--- src/rtl/bw_io_ssi_resp.sv ---
// SSI target-side responder.
// Oversamples the initiator's serial clock on the core clock, decodes
// read/write request frames, performs one store access over a req/ack
// handshake and serialises the ack bit plus read data back on ssi_miso.
module bw_io_ssi_resp #(
    parameter int ADDR_W = 28,
    parameter int DATA_W = 8
) (
    input  logic              clk,
    input  logic              rst,
    input  logic              ssi_sck,
    input  logic              ssi_mosi,
    output logic              ssi_miso,
    output logic              ssi_miso_oe,
    output logic              mem_req,
    output logic              mem_we,
    output logic [ADDR_W-1:0] mem_addr,
    output logic [DATA_W-1:0] mem_wdata,
    input  logic              mem_ack,
    input  logic [DATA_W-1:0] mem_rdata,
    output logic              busy
);

    // The bit counter serves the address field, the write-data field and
    // the read-data response, so it must hold the larger field length.
    localparam int MAX_W = (ADDR_W > DATA_W) ? ADDR_W : DATA_W;
    localparam int CNT_W = $clog2(MAX_W + 1);

    localparam logic [CNT_W-1:0] CNT_ZERO      = CNT_W'(0);
    localparam logic [CNT_W-1:0] CNT_ONE       = CNT_W'(1);
    localparam logic [CNT_W-1:0] CNT_ADDR_LAST = CNT_W'(ADDR_W - 1);
    localparam logic [CNT_W-1:0] CNT_DATA_LAST = CNT_W'(DATA_W - 1);
    localparam logic [CNT_W-1:0] CNT_DATA_LEN  = CNT_W'(DATA_W);

    typedef enum logic [2:0] {
        S_IDLE    = 3'd0,
        S_CMD     = 3'd1,
        S_ADDR    = 3'd2,
        S_WDATA   = 3'd3,
        S_MEMWAIT = 3'd4,
        S_RESP    = 3'd5
    } state_t;

    state_t state_r;
    state_t state_next;

    logic sck_meta_r;
    logic sck_s;
    logic sck_d;
    logic mosi_meta_r;
    logic mosi_s;

    logic rise;
    logic fall;

    logic              rw_r;
    logic [CNT_W-1:0]  cnt_r;
    logic [DATA_W-1:0] shift_r;
    logic              ack_pend_r;
    logic              ack_sent_r;

    // Edge strobes of the synchronised serial clock; one core cycle wide.
    assign rise = sck_s & ~sck_d;
    assign fall = ~sck_s & sck_d;

    // Two-flop synchronisers with matched latency so mosi lines up with sck.
    always_ff @(posedge clk or posedge rst) begin
        if (rst) begin
            sck_meta_r  <= 1'b0;
            sck_s       <= 1'b0;
            sck_d       <= 1'b0;
            mosi_meta_r <= 1'b0;
            mosi_s      <= 1'b0;
        end else begin
            sck_meta_r  <= ssi_sck;
            sck_s       <= sck_meta_r;
            sck_d       <= sck_s;
            mosi_meta_r <= ssi_mosi;
            mosi_s      <= mosi_meta_r;
        end
    end

    // Next-state decode: frame fields advance on rises, response on falls.
    always_comb begin
        state_next = state_r;
        case (state_r)
            S_IDLE: begin
                if (rise && mosi_s) begin
                    state_next = S_CMD;
                end else begin
                    state_next = S_IDLE;
                end
            end
            S_CMD: begin
                if (rise) begin
                    state_next = S_ADDR;
                end else begin
                    state_next = S_CMD;
                end
            end
            S_ADDR: begin
                if (rise && (cnt_r == CNT_ZERO)) begin
                    state_next = rw_r ? S_WDATA : S_MEMWAIT;
                end else begin
                    state_next = S_ADDR;
                end
            end
            S_WDATA: begin
                if (rise && (cnt_r == CNT_ZERO)) begin
                    state_next = S_MEMWAIT;
                end else begin
                    state_next = S_WDATA;
                end
            end
            S_MEMWAIT: begin
                if (fall) begin
                    state_next = S_RESP;
                end else begin
                    state_next = S_MEMWAIT;
                end
            end
            S_RESP: begin
                if (fall && ack_sent_r && (cnt_r == CNT_ZERO)) begin
                    state_next = S_IDLE;
                end else begin
                    state_next = S_RESP;
                end
            end
            default: begin
                state_next = S_IDLE;
            end
        endcase
    end

    // State register and the registered busy flag that follows it.
    always_ff @(posedge clk or posedge rst) begin
        if (rst) begin
            state_r <= S_IDLE;
            busy    <= 1'b0;
        end else begin
            state_r <= state_next;
            busy    <= (state_next != S_IDLE);
        end
    end

    // Frame decode, store handshake and response serialiser datapath.
    always_ff @(posedge clk or posedge rst) begin
        if (rst) begin
            rw_r        <= 1'b0;
            cnt_r       <= CNT_ZERO;
            shift_r     <= {DATA_W{1'b0}};
            ack_pend_r  <= 1'b0;
            ack_sent_r  <= 1'b0;
            mem_req     <= 1'b0;
            mem_we      <= 1'b0;
            mem_addr    <= {ADDR_W{1'b0}};
            mem_wdata   <= {DATA_W{1'b0}};
            ssi_miso    <= 1'b0;
            ssi_miso_oe <= 1'b0;
        end else begin
            case (state_r)
                S_IDLE: begin
                    ack_pend_r <= 1'b0;
                    ack_sent_r <= 1'b0;
                end
                S_CMD: begin
                    if (rise) begin
                        rw_r  <= mosi_s;
                        cnt_r <= CNT_ADDR_LAST;
                    end
                end
                S_ADDR: begin
                    if (rise) begin
                        mem_addr <= {mem_addr[ADDR_W-2:0], mosi_s};
                        if (cnt_r == CNT_ZERO) begin
                            if (rw_r) begin
                                cnt_r <= CNT_DATA_LAST;
                            end else begin
                                mem_req <= 1'b1;
                                mem_we  <= 1'b0;
                            end
                        end else begin
                            cnt_r <= cnt_r - CNT_ONE;
                        end
                    end
                end
                S_WDATA: begin
                    if (rise) begin
                        mem_wdata <= {mem_wdata[DATA_W-2:0], mosi_s};
                        if (cnt_r == CNT_ZERO) begin
                            mem_req <= 1'b1;
                            mem_we  <= 1'b1;
                        end else begin
                            cnt_r <= cnt_r - CNT_ONE;
                        end
                    end
                end
                S_MEMWAIT: begin
                    // First fall after the request frame opens the response.
                    if (fall) begin
                        ssi_miso_oe <= 1'b1;
                        ssi_miso    <= 1'b0;
                    end
                end
                S_RESP: begin
                    if (fall) begin
                        if (!ack_pend_r) begin
                            ssi_miso <= 1'b0;
                        end else if (!ack_sent_r) begin
                            ssi_miso   <= 1'b1;
                            ack_sent_r <= 1'b1;
                            cnt_r      <= rw_r ? CNT_ZERO : CNT_DATA_LEN;
                        end else if (cnt_r != CNT_ZERO) begin
                            ssi_miso <= shift_r[DATA_W-1];
                            shift_r  <= {shift_r[DATA_W-2:0], 1'b0};
                            cnt_r    <= cnt_r - CNT_ONE;
                        end else begin
                            ssi_miso    <= 1'b0;
                            ssi_miso_oe <= 1'b0;
                        end
                    end
                end
                default: begin
                    ssi_miso    <= 1'b0;
                    ssi_miso_oe <= 1'b0;
                end
            endcase

            // The handshake runs independently of the serialiser so that the
            // initiator keeps seeing wait bits until the store answers. An
            // ack that coincides with a fall only becomes visible next fall.
            if (mem_req && mem_ack) begin
                mem_req    <= 1'b0;
                mem_we     <= 1'b0;
                shift_r    <= mem_rdata;
                ack_pend_r <= 1'b1;
            end
        end
    end

endmodule

--- config.mk ---
export PLATFORM = sky130hd
export DESIGN_NAME = bw_io_ssi_resp
export DESIGN_NICKNAME = d
export VERILOG_FILES = /design/src/rtl/bw_io_ssi_resp.sv
export SDC_FILE = /design/constraint.sdc
export NUM_CORES = 1
export LEC_CHECK = 0
export CORE_UTILIZATION = 45
export CTS_CLUSTER_SIZE = 28
export DETAILED_ROUTE_END_ITERATION = 16
export HOLD_SLACK_MARGIN = 0.05
export PLACE_DENSITY = 0.8
export SLEW_MARGIN = 25
export SYNTH_ARGS = -nofsm -noshare
export SYNTH_HDL_FRONTEND = slang
export SYNTH_SLANG_ARGS = --single-unit
--- constraint.sdc ---
create_clock -name clk -period 1.9 [get_ports clk]
set_input_delay 0.285 -clock clk [delete_from_list [all_inputs] [get_ports clk]]
set_output_delay 0.285 -clock clk [all_outputs]
set_load 0.02 [all_outputs]
==> impl_results.md, run 1 <==
* CP max stage cell: or4b_4
* Worst slack, placed at -0.01476 ns
* Final Wtd Congestion at between 0.9 and 1
* Max-cap violations at 0
* PwrDens at roughly 1300 nW/um2
* Detailed-route DRC error count at 0
* Path type of the worst setup path: reg2reg
* Critical path endpoint category: flop
* Largest net degree at the start of global routing at 39
* IO Port Bufs at 53
* Area of the die at 6904 um2
* Buffer count from post-CTS setup fixing at 0
* Fin crit share at 96.55%
* Switching Share at 35.74%
* Post-layout nets at 327
* Grt ovf at 0
* CTS tree: done
* Post-Synthesis Cells at between 200 and 250
* Finished Core Util at between 60% and 70%
* Synth area leaders: dfrtp_1 (55%), mux2_2 (11%), o21ai_0 (2.7%), mux2_1 (2.7%), mux2i_1 (2.4%)
* P_sw at ~1.8 mW
* Seq cells post-synth at 65
* N_diodes at 0
* Synth warn at 0
* Stages on worst setup path at 6
* WP data arrival at about 2 ns
* Worst-Skew Late Latency at 0.35 ns
* Num CTS Buffers at 9
* Buf+Inv Stages, Crit Path at 1
* Post-route setup TNS at 0 ns
* Gr usage total at around 20%
* Logic gate share of total power at a little under two fifths
* Outcome: completed
* I/O pin cnt at 54
* Peak VDD IR at between 0.0009 and 0.001 V
* Relative slew slack at approximately three quarters
* DP HPWL at ~4500 um
* CTS root buf: clkbuf_8
* R2R depth at 6
* CP delay by family, top: compound AO/OA/AOI/OAI gates
* Syn_area_per_cell at ~12 um2
* Pint at ~3.2 mW
* Cell area after synthesis at a little under 3000 um2
* Top FF cell, synth: dfrtp_1
* Via Count at between 2,000 and 2,500
* Die Y at just over 80 um
* P_leak at 1.781 nW
* Count leader, synth: dfrtp_1
* Detailed-route wire length per cell at between 15 and 20 um
* Layout cells sized above 1 at approximately 26%
* Setup Viol. Count Final at 0
* Post-route ant nets at 0
* Synth top cells by count: dfrtp_1 (65), mux2_2 (30), o21ai_0 (16)
* Initial antenna violation count at 0
* Flop pwr share at 40.7%
* Clk_skew at 0.01529 ns
* Vias per cell at roughly 5.5
* Max Buffers Root-to-Sink at 2
* EDFF count, synth at 0
* Max incr delay on CP at about 0.5 ns
* Period minus WS final at roughly 1.8 ns
* DIE WIDTH at just over 80 um
* Seq/Total Area, Yosys at between 50% and 60%
* H-tree depth at 3
* CP Launch Type: flop
* Worst Max-Slew Pin Slew at 0.3716 ns
* Max FO, Critical Path at 5
* Number of global-route vias before repair at between 2,000 and 2,500
* Min-Delay Path Class: in2async
* Clock slew at reported path FFs at about 0.080 ns
* CP required at 2.11 ns
* Drt initial violations at ~200
* Final WS setup at between 0.06 and 0.07 ns
* Synth-to-layout area growth at 31.97%
* Synth unique cells at 48
* Post-Syn Nets at about 250
* Total power draw at between 4 and 5 mW
* Share of power burned in the clock network at 22.5%
* Critical-path cell list: inv_2, ha_2, or4b_4, o31a_1, a31oi_1, o22ai_1
* Unrepaired setup endpoints after global routing: true
* CTS sink cnt at 65
* Slew Limit Fails at 0
* Post-synth top area cell: dfrtp_1
* Final Hold Viols at 0
* Area share of the largest cell type after synthesis at between 50% and 60%
* CORE AREA at around 6300 um2
* Async SR Flop Fraction at 100.0%
* Starting Density at approximately 47%
* Std cell rows at 29
* Hold Buf Count CTS at 0
* First-pass GRT wire length at about 11,000 um
* Final wirelength at about 6500 um
* First-pass iteration count of the detailed router at 4
* Fmax achieved at approximately 550 MHz
[power groups by stage]
stage | combinational (mW) | sequential (mW) | clock [mW]
after floorplan | 0.924 | 2.15 | 0
after global placement | 1.74 | 2.01 | 0
after detailed placement | 1.80 | 2.03 | 0
after CTS | 1.82 | 2.01 | 1.14
after global routing | 1.97 | 2.07 | 1.19
final | 1.83 | 2.02 | 1.12
[metal layers]
| metal | part of all wire [%] | track usage, % |
|---|---|---|
| met5 | 0 | 0 |
| met2 | 49 | 32.04 |
| met3 | 6.3 | 6.262 |
| met4 | 1.6 | 7.994 |
| met1 | 43 | 23.89 |
[layout by cell type (no fill, tap or decap), types with 5 or more instances in the layout]
| master | netlist | layout |
|---|---|---|
| buf_4 | 0 | 20 |
| clkbuf_8 | 0 | 11 |
| clkdlybuf4s50_1 | 0 | 53 |
| dfrtp_1 | 65 | 65 |
| inv_1 | 11 | 8 |
| mux2_1 | 7 | 7 |
| mux2_2 | 30 | 30 |
| mux2i_1 | 7 | 7 |
| nand2_1 | 13 | 13 |
| nand2b_1 | 6 | 6 |
| nor2_1 | 6 | 6 |
| nor2b_1 | 5 | 5 |
| o21ai_0 | 16 | 15 |
[layout make-up]
type / count / area, um2
fillers: 468 / 2445
well taps: 77 / 96.34
clock inverters: 5 / 37.54
repair buffers: 75 / 720.7
flip-flops and latches: 65 / 1627
inverters: 11 / 45.04
multi-input cells: 150 / 1227
clock buffers: 11 / 151.4
[state kept, by name, summed over array words and instances (netlist names), 3 cells and up]
| register | flops |
|---|---|
| cnt_r | 5 |
| shift_r | 8 |
| state_r | 3 |
| mem_wdata | 8 |
| mem_addr | 28 |
[cells by family (layout without fill, tap and decap cells)]
group	after synthesis	after routing	synth area share, %
AO/OA/AOI/OAI	54	54	12.77
buffers and inverters	23	102	3.975
multiplexers	45	45	16.96
flip-flops	65	65	54.97
adder cells (fa/ha/maj)	2	2	0.8455
AND/OR/NAND/NOR	48	48	10.19
XOR/XNOR	1	1	0.2960
[final timing paths]
check / start / end / slack [ns]
min in group clk: sck_meta_r$_DFF_PP0_ / sck_s$_DFF_PP0_ / 0.35
setup / recovery: cnt_r[0]$_DFFE_PP0P_ / ssi_miso_oe$_DFFE_PP0P_ / 0.07
hold reg to reg: sck_meta_r$_DFF_PP0_ / sck_s$_DFF_PP0_ / 0.35
hold / removal: rst / mem_addr[7]$_DFFE_PP0P_ / 0.25
max in group asynchronous: rst / mem_wdata[7]$_DFFE_PP0P_ / 1.16
setup reg to reg: cnt_r[0]$_DFFE_PP0P_ / ssi_miso_oe$_DFFE_PP0P_ / 0.07
[stage by stage]
stage	std cells	hold WS [ns]	instance area [um2]
floorplan	238	0.3164	2963
finish	394	0.2507	3905
CTS	394	0.2466	3896
global route	394	0.2645	3905
detailed placement	378	0.3362	3704
global placement	378	0.3336	3704
[what timing repair did]
action                                  CTS  global route
hold endpoints to repair                  0             0
gates resized for setup                   1             6
pin swaps                                 0             3
endpoints found under the setup margin    2            15
(Power assumes the default switching activity.)
==> inputs of run 2 (changes only) <==
Settings changed: CTS_CLUSTER_SIZE 28 to 8.
==> results of run 2 <==
No change in the layout: final DEF, timing and power equal those of run 1.
